===== config.mk =====
export PLATFORM = sky130hd
export DESIGN_NAME = pipe_idex_stage
export DESIGN_NICKNAME = d
export VERILOG_FILES = /design/src/rtl/pipe_idex_stage.sv
export SDC_FILE = /design/constraint.sdc
export NUM_CORES = 1
export LEC_CHECK = 0
export ABC_AREA = 1
export CAP_MARGIN = 40
export CELL_PAD_IN_SITES_DETAIL_PLACEMENT = 0
export CELL_PAD_IN_SITES_GLOBAL_PLACEMENT = 1
export CORE_ASPECT_RATIO = 0.8
export CORE_MARGIN = 2
export CORE_UTILIZATION = 26
export CTS_CLUSTER_DIAMETER = 200
export CTS_CLUSTER_SIZE = 16
export DETAILED_ROUTE_END_ITERATION = 6
export PLACE_DENSITY_LB_ADDON = 0.3
export SLEW_MARGIN = 15
export SYNTH_ARGS = -nofsm -noshare
export SYNTH_HDL_FRONTEND = slang
export SYNTH_SLANG_ARGS = --single-unit

===== constraint.sdc =====
create_clock -name clk -period 1.49 [get_ports clk]
set_input_delay 0.3725 -clock clk [delete_from_list [all_inputs] [get_ports clk]]
set_output_delay 0.3725 -clock clk [all_outputs]
set_load 0.02 [all_outputs]

===== src/rtl/pipe_idex_stage.sv =====
// ============================================================================
// pipe_idex_stage : ID/EX pipeline register with load-use hazard detection.
// Optional macro PIPE_IDEX_STATS_EN enables the bubble statistics counter.
// Rev 1.0
// ============================================================================
`default_nettype none

module pipe_idex_stage #(
  parameter int DATA_W = 32,
  parameter int CNT_W  = 16
) (
  input  logic              clk,
  input  logic              reset_n,
  input  logic              id_valid,
  input  logic [4:0]        id_rs,
  input  logic [4:0]        id_rt,
  input  logic [4:0]        id_rd,
  input  logic              id_uses_rs,
  input  logic              id_uses_rt,
  input  logic [DATA_W-1:0] id_rs_data,
  input  logic [DATA_W-1:0] id_rt_data,
  input  logic [DATA_W-1:0] id_imm,
  input  logic              id_RegWrite,
  input  logic              id_MemRead,
  input  logic              id_MemWrite,
  input  logic              id_MemtoReg,
  input  logic              id_ALUSrc,
  input  logic [3:0]        id_ALUOp,
  input  logic              ex_flush,
  input  logic              ex_hold,
  output logic              IDEX_valid,
  output logic [4:0]        IDEX_RegisterRs,
  output logic [4:0]        IDEX_RegisterRt,
  output logic [4:0]        IDEX_RegisterRd,
  output logic [DATA_W-1:0] IDEX_RsData,
  output logic [DATA_W-1:0] IDEX_RtData,
  output logic [DATA_W-1:0] IDEX_Imm,
  output logic              IDEX_RegWrite,
  output logic              IDEX_MemRead,
  output logic              IDEX_MemWrite,
  output logic              IDEX_MemtoReg,
  output logic              IDEX_ALUSrc,
  output logic [3:0]        IDEX_ALUOp,
  output logic              stall,
  output logic [CNT_W-1:0]  bubble_count
);

  typedef struct packed {
    logic              valid;
    logic [4:0]        rs;
    logic [4:0]        rt;
    logic [4:0]        rd;
    logic [DATA_W-1:0] rs_data;
    logic [DATA_W-1:0] rt_data;
    logic [DATA_W-1:0] imm;
    logic              regwrite;
    logic              memread;
    logic              memwrite;
    logic              memtoreg;
    logic              alusrc;
    logic [3:0]        aluop;
  } idex_t;

  idex_t idex_q, idex_d, id_cap;
  logic  rs_hit, rt_hit_nonstore, luh, bubble_ins;

  always_comb begin
    rs_hit          = id_uses_rs & (id_rs == idex_q.rd);
    // A store whose only dependency is its data operand is served by mem-to-mem forwarding.
    rt_hit_nonstore = id_uses_rt & (id_rt == idex_q.rd) & ~id_MemWrite;
    luh             = idex_q.valid & idex_q.memread & (idex_q.rd != 5'd0) &
                      id_valid & (rs_hit | rt_hit_nonstore);
    stall           = ~ex_flush & (ex_hold | luh);
    bubble_ins      = ~ex_flush & ~ex_hold & luh;
  end

  always_comb begin
    id_cap          = '0;
    id_cap.valid    = id_valid;
    id_cap.rs       = id_rs;
    id_cap.rt       = id_rt;
    id_cap.rd       = id_rd;
    id_cap.rs_data  = id_rs_data;
    id_cap.rt_data  = id_rt_data;
    id_cap.imm      = id_imm;
    id_cap.regwrite = id_RegWrite & id_valid;
    id_cap.memread  = id_MemRead & id_valid;
    id_cap.memwrite = id_MemWrite & id_valid;
    id_cap.memtoreg = id_MemtoReg;
    id_cap.alusrc   = id_ALUSrc;
    id_cap.aluop    = id_ALUOp;
  end

  always_comb begin
    idex_d = idex_q;
    if (ex_flush) begin
      idex_d = '0;
    end else if (ex_hold) begin
      idex_d = idex_q;
    end else if (luh) begin
      idex_d = '0;
    end else begin
      idex_d = id_cap;
    end
  end

  always_ff @(posedge clk) begin
    if (!reset_n) begin
      idex_q <= '0;
    end else begin
      idex_q <= idex_d;
    end
  end

`ifdef PIPE_IDEX_STATS_EN
  logic [CNT_W-1:0] bubble_cnt_q, bubble_cnt_d;

  always_comb begin
    bubble_cnt_d = bubble_cnt_q;
    if (bubble_ins && (bubble_cnt_q != {CNT_W{1'b1}})) begin
      bubble_cnt_d = bubble_cnt_q + 1'b1;
    end
  end

  always_ff @(posedge clk) begin
    if (!reset_n) begin
      bubble_cnt_q <= '0;
    end else begin
      bubble_cnt_q <= bubble_cnt_d;
    end
  end

  assign bubble_count = bubble_cnt_q;
`else
  logic unused_bubble;
  assign unused_bubble = bubble_ins;
  assign bubble_count  = {CNT_W{1'b0}};
`endif

  assign IDEX_valid      = idex_q.valid;
  assign IDEX_RegisterRs = idex_q.rs;
  assign IDEX_RegisterRt = idex_q.rt;
  assign IDEX_RegisterRd = idex_q.rd;
  assign IDEX_RsData     = idex_q.rs_data;
  assign IDEX_RtData     = idex_q.rt_data;
  assign IDEX_Imm        = idex_q.imm;
  assign IDEX_RegWrite   = idex_q.regwrite;
  assign IDEX_MemRead    = idex_q.memread;
  assign IDEX_MemWrite   = idex_q.memwrite;
  assign IDEX_MemtoReg   = idex_q.memtoreg;
  assign IDEX_ALUSrc     = idex_q.alusrc;
  assign IDEX_ALUOp      = idex_q.aluop;

endmodule

`default_nettype wire

======== Yosys cells after proc, flatten, opt, wreduce, memory -nomap -nowiden ========
Index checks and enable logic that the tools add are counted.
Widths: inputs -> output; s select.
operators by class
  mux-type cells .......................... 1
  eq/ne operators ......................... 2
  reductions and logical operators ........ 2
  bitwise gates (word level) .............. 16
operators with widths
  operator           count
  $mux 121           1
  $and 1x1->1        11
  $eq 5x5->1         2
  $reduce_bool 5->1  1
  $not 1->1          3
  $or 1x1->1         2
  $reduce_or 2->1    1
word-level totals
  register bits ........................... 121
  output and inout bits ................... 138
  logic and storage cells ................. 34
  input port bits ......................... 127

======== Logic depth before layout (Yosys ltp) ========
  depth after elaboration ................. 7
  gate-level depth with buffers ........... 11
  gate-level depth less buffers ........... 9

======== Least setup slack after synthesis ========
No wires, ideal clock.
  kind .................................... register to output
  from .................................... register idex_q, in the netlist IDEX_RegisterRd[0]
  to ...................................... output stall
  slack ................................... -0.385 ns
  arrival time ............................ 1.502 ns
  data required time ...................... 1.118 ns
  stages on the path, launching flop included .. 10
  buffers on the path ..................... 1
  path through ............................ dfxtp_1 > inv_1 > nand2_1 > nand2_1 > nor2_1 > nand3_1 > nand2_1 > nand2_4 > buf_2 > a21oi_1
on the way
  longest elaborated chain between the ends .. 7
  elaborated cells between the ends (all ways) .. 12
  those cells by class .................... eq/ne: 2; bitwise: 9; reduce/logical: 1
ends and longest elaborated chain
  what                      RTL line  source
  start, declared           64        idex_t idex_q, idex_d, id_cap;
  start signal, assigned    111       idex_q <= idex_d;
  $eq 5x5->1                70        rt_hit_nonstore = id_uses_rt & (id_rt == idex_q.rd) & ~id_MemWrite;
  $and 1x1->1 (2 in a row)  70
  $or 1x1->1                72        id_valid & (rs_hit | rt_hit_nonstore);
  $and 1x1->1 (*)           72
  $or 1x1->1 (*)            73        stall = ~ex_flush & (ex_hold | luh);
  $and 1x1->1 (*)           73
  end, declared             44        output logic stall,
Mark *: on every way between the ends. The rest lies on a longest branch, timed or not.

======== Final worst setup path ========
  from .................................... register idex_q, in the netlist IDEX_RegisterRd[1]
  to ...................................... output stall
The elaborated chain is that of the path after synthesis.

==> summary.md <==
| Metric | Value |
|---|---|
| Status | `finished with violations` |
| Failing checks | `setup timing` |
| Clk sinks | `121` |
| Worst Setup SP | `IDEX_RegisterRd[1]$_SDFFE_PP0N_` |
| # diodes | `0` |
| Cell variety after synth | `18` |
| Hold Path Depth | `3` |
| Fmax | `500 MHz` |
| Reg2Reg Depth | `15` |
| Reg power frac | `37.8%` |
| Port bufs | `248` |
| Clock Root Buffer | `clkbuf_16` |
| CP endpoint kind | `output pin` |
| Area delta synth->final | `90.0%` |
| Inst Count DP | `1,115` |
| Routed WL | `21,100 um` |
| Worst-Skew Late Latency | `420 ps` |
| Sw Pwr | `2460 uW` |
| Die extent in x | `166 um` |
| Seq/Total Area, Yosys | `44.2%` |
| Combinational group share of total power | `16.3%` |
| Clock Tree Buf Depth | `2` |
| Final net count | `1,028` |
| Critical R2R Launch | `IDEX_RegisterRd[1]$_SDFFE_PP0N_` |
| Launch point of the worst hold path | `id_rs[0]` |
| DIE AREA | `22,200 um^2` |
| Largest net degree at the start of global routing | `66` |
| WP data required | `1120 ps` |
| Count of final max-slew check failures | `0` |
| Clock share of power | `45.9%` |
| TritonCTS clock tree | `built` |
| GRT Total Usage | `18.6%` |
| Row Count | `47` |
| Routed metal-1 wire length | `10,000 um` |
| Hold-fix buffers, CTS | `0` |
| Met2 WL | `9380 um` |
| Worst EP arrival | `1630 ps` |
| Minimum clock period | `2000 ps` |
| Layout cells sized above 1 | `44.2%` |
| Commonest non-fill, non-tap cell in the layout | `nand2_1` |
| Crit Path Class | `flop to output pin` |
| Leakage | `0.00400 uW` |
| Yosys top cell by area | `dfxtp_1` |
| Initial DRT Pass Iterations | `4` |
| Flops & latches, synth | `121` |
| Final ANT Viol Nets | `0` |
| Highest metal used | `met4` |
| Worst hold path class | `input port to flop` |
| Fin. Hold Viols | `0` |
| Setup ws final | `-509 ps` |
| Fin crit share | `134%` |
| Power per cell area | `860 nW/um^2` |
| Overflow after GRT | `0` |
| Non-Filler Instances | `1,183` |
| Max Cap Viol | `0` |
| Mapped Avg Cell Area | `8.79 um^2` |
| Post-Synthesis Cells | `623` |
| Yosys Warn Count | `0` |
| Reg2Reg Setup Slack | `-490 ps` |
| First-pass GRT wire length | `31,700 um` |
| CP Launch Type | `flop` |
| Reg clk slew, reported paths | `60 ps` |
| Synth area leaders | `dfxtp_1, nand3_2, a21oi_2` |
| Die Y | `134 um` |
| RSZ-0062 raised after global routing | `true` |
| Yosys top cell area share | `44.2%` |
| Most frequent cells in the layout | `nand2_1, dfxtp_1, a21oi_2, clkdlybuf4s50_1, nand3_4` |
| Core ar. | `20,700 um^2` |
| Final setup fails | `122` |
| Via density | `4.46` |
| DR WL/cell | `17.8 um` |
| Starting Density | `26.5%` |
| Overall Power | `8950 uW` |
| Hold EP | `IDEX_RegisterRs[0]$_SDFFE_PP0N_` |
| Int Power | `6490 uW` |
| Met3 WL | `1390 um` |
| TritonCTS Buffers | `17` |
| Residual DRC | `0` |
| Number of global-route vias before repair | `5,270` |
| Post-DP HPWL | `11,700 um` |
| Post-Syn Area | `5480 um^2` |
| Vias | `5,281` |
| CP Max Fanout | `4` |
| VDD IR-drop max | `579 uV` |
| R2r endpoint | `IDEX_MemWrite$_SDFFE_PP0N_` |
| Initial antenna violation count | `0` |
| Top Ports | `265` |
| Switching share of power | `27.5%` |
| Min Hold Slack | `296 ps` |
| CTS H-tree lvls | `4` |
| Gp weighted congestion | `0.784` |
| Final Skew | `8.60 ps` |
| Iter 0 DRT Violations | `231` |
==> area by class of cell <==
type | count | area (um^2)
clock buffer | 18 | 429
clock inverter | 14 | 150
fill | 1898 | 10300
inverter | 20 | 82.6
multi-input combinational | 428 | 3550
sequential | 121 | 2440
tap | 269 | 337
timing repair buffer | 313 | 3410
==> Yosys cell counts, drive strengths merged <==
cell	n
conb	1
clkinv	1
nand4	2
nand3	123
a21oi	122
inv	19
nand2	155
nor2	10
dfxtp	121
clkbuf	29
buf	40
==> metrics by stage <==
step | util [%] | instance area [um^2] | TNS [ps] | setup WS [ps]
global placement | 40.3 | 8330 | -93560 | -1080
finish | 50.3 | 10400 | -45490 | -509
detailed placement | 40.3 | 8330 | -97090 | -1110
CTS | 47.7 | 9870 | -36210 | -526
floorplan | - | 5570 | -54.7 | -54.7
global route | 50.3 | 10400 | -53040 | -584
==> registers in the layout, indices dropped and copies added (netlist names), 4 cells and up <==
register / cells
IDEX_RegisterRs: 5
IDEX_RsData: 32
IDEX_RegisterRt: 5
IDEX_ALUOp: 4
IDEX_RegisterRd: 5
IDEX_RtData: 32
IDEX_Imm: 32
==> routing by layer <==
| metal | GRT usage (%) | up-vias |
|---|---|---|
| li1 | - | 2621 |
| met1 | 25.8 | 2474 |
| met2 | 28.0 | 169 |
| met4 | 6.47 | 0 |
| met5 | 0 | - |
| met3 | 4.99 | 17 |
==> worst max path at each step <==
stage,end,slack (ps),cells after the start
floorplan,stall,-50,9
global placement,stall,-1080,10
detailed placement,stall,-1110,10
CTS,stall,-530,9
global route,stall,-580,9
finish,stall,-510,9
==> power by group through the flow <==
stage | Sequential [uW] | Combinational [uW] | Clock (uW)
after global placement | 3450 | 1340 | 0
after CTS | 3390 | 1310 | 4230
after global routing | 3400 | 1560 | 4370
after detailed placement | 3460 | 1340 | 0
final | 3390 | 1460 | 4110
after floorplan | 3580 | 507 | 0
==> worst max-delay path: stages (launching register included) <==
cell and delay (ps):
dfxtp_4 380, inv_4 50, nand2_1 50, nand2_1 60, nor2_2 120, nand3_1 90
nand2_2 130, nand2_8 60, a21oi_4 140, buf_6 130
==> timing repair <==
action | 4_1_cts | 5_1_grt
setup buffers | 13 | 8
setup endpoints to repair | 243 | 196
resized for setup | 298 | 218
cloned | 22 | 0
pin swaps | 5 | 23
==> kinds of logic after synthesis <==
kind of cell	count (synthesis)	synth area share, %
simple gates	290	30.2
compound gates	122	16.6
flops	121	44.2
buf+inv	89	8.84
other cells	1	0.0685
(Power assumes the default switching activity.)
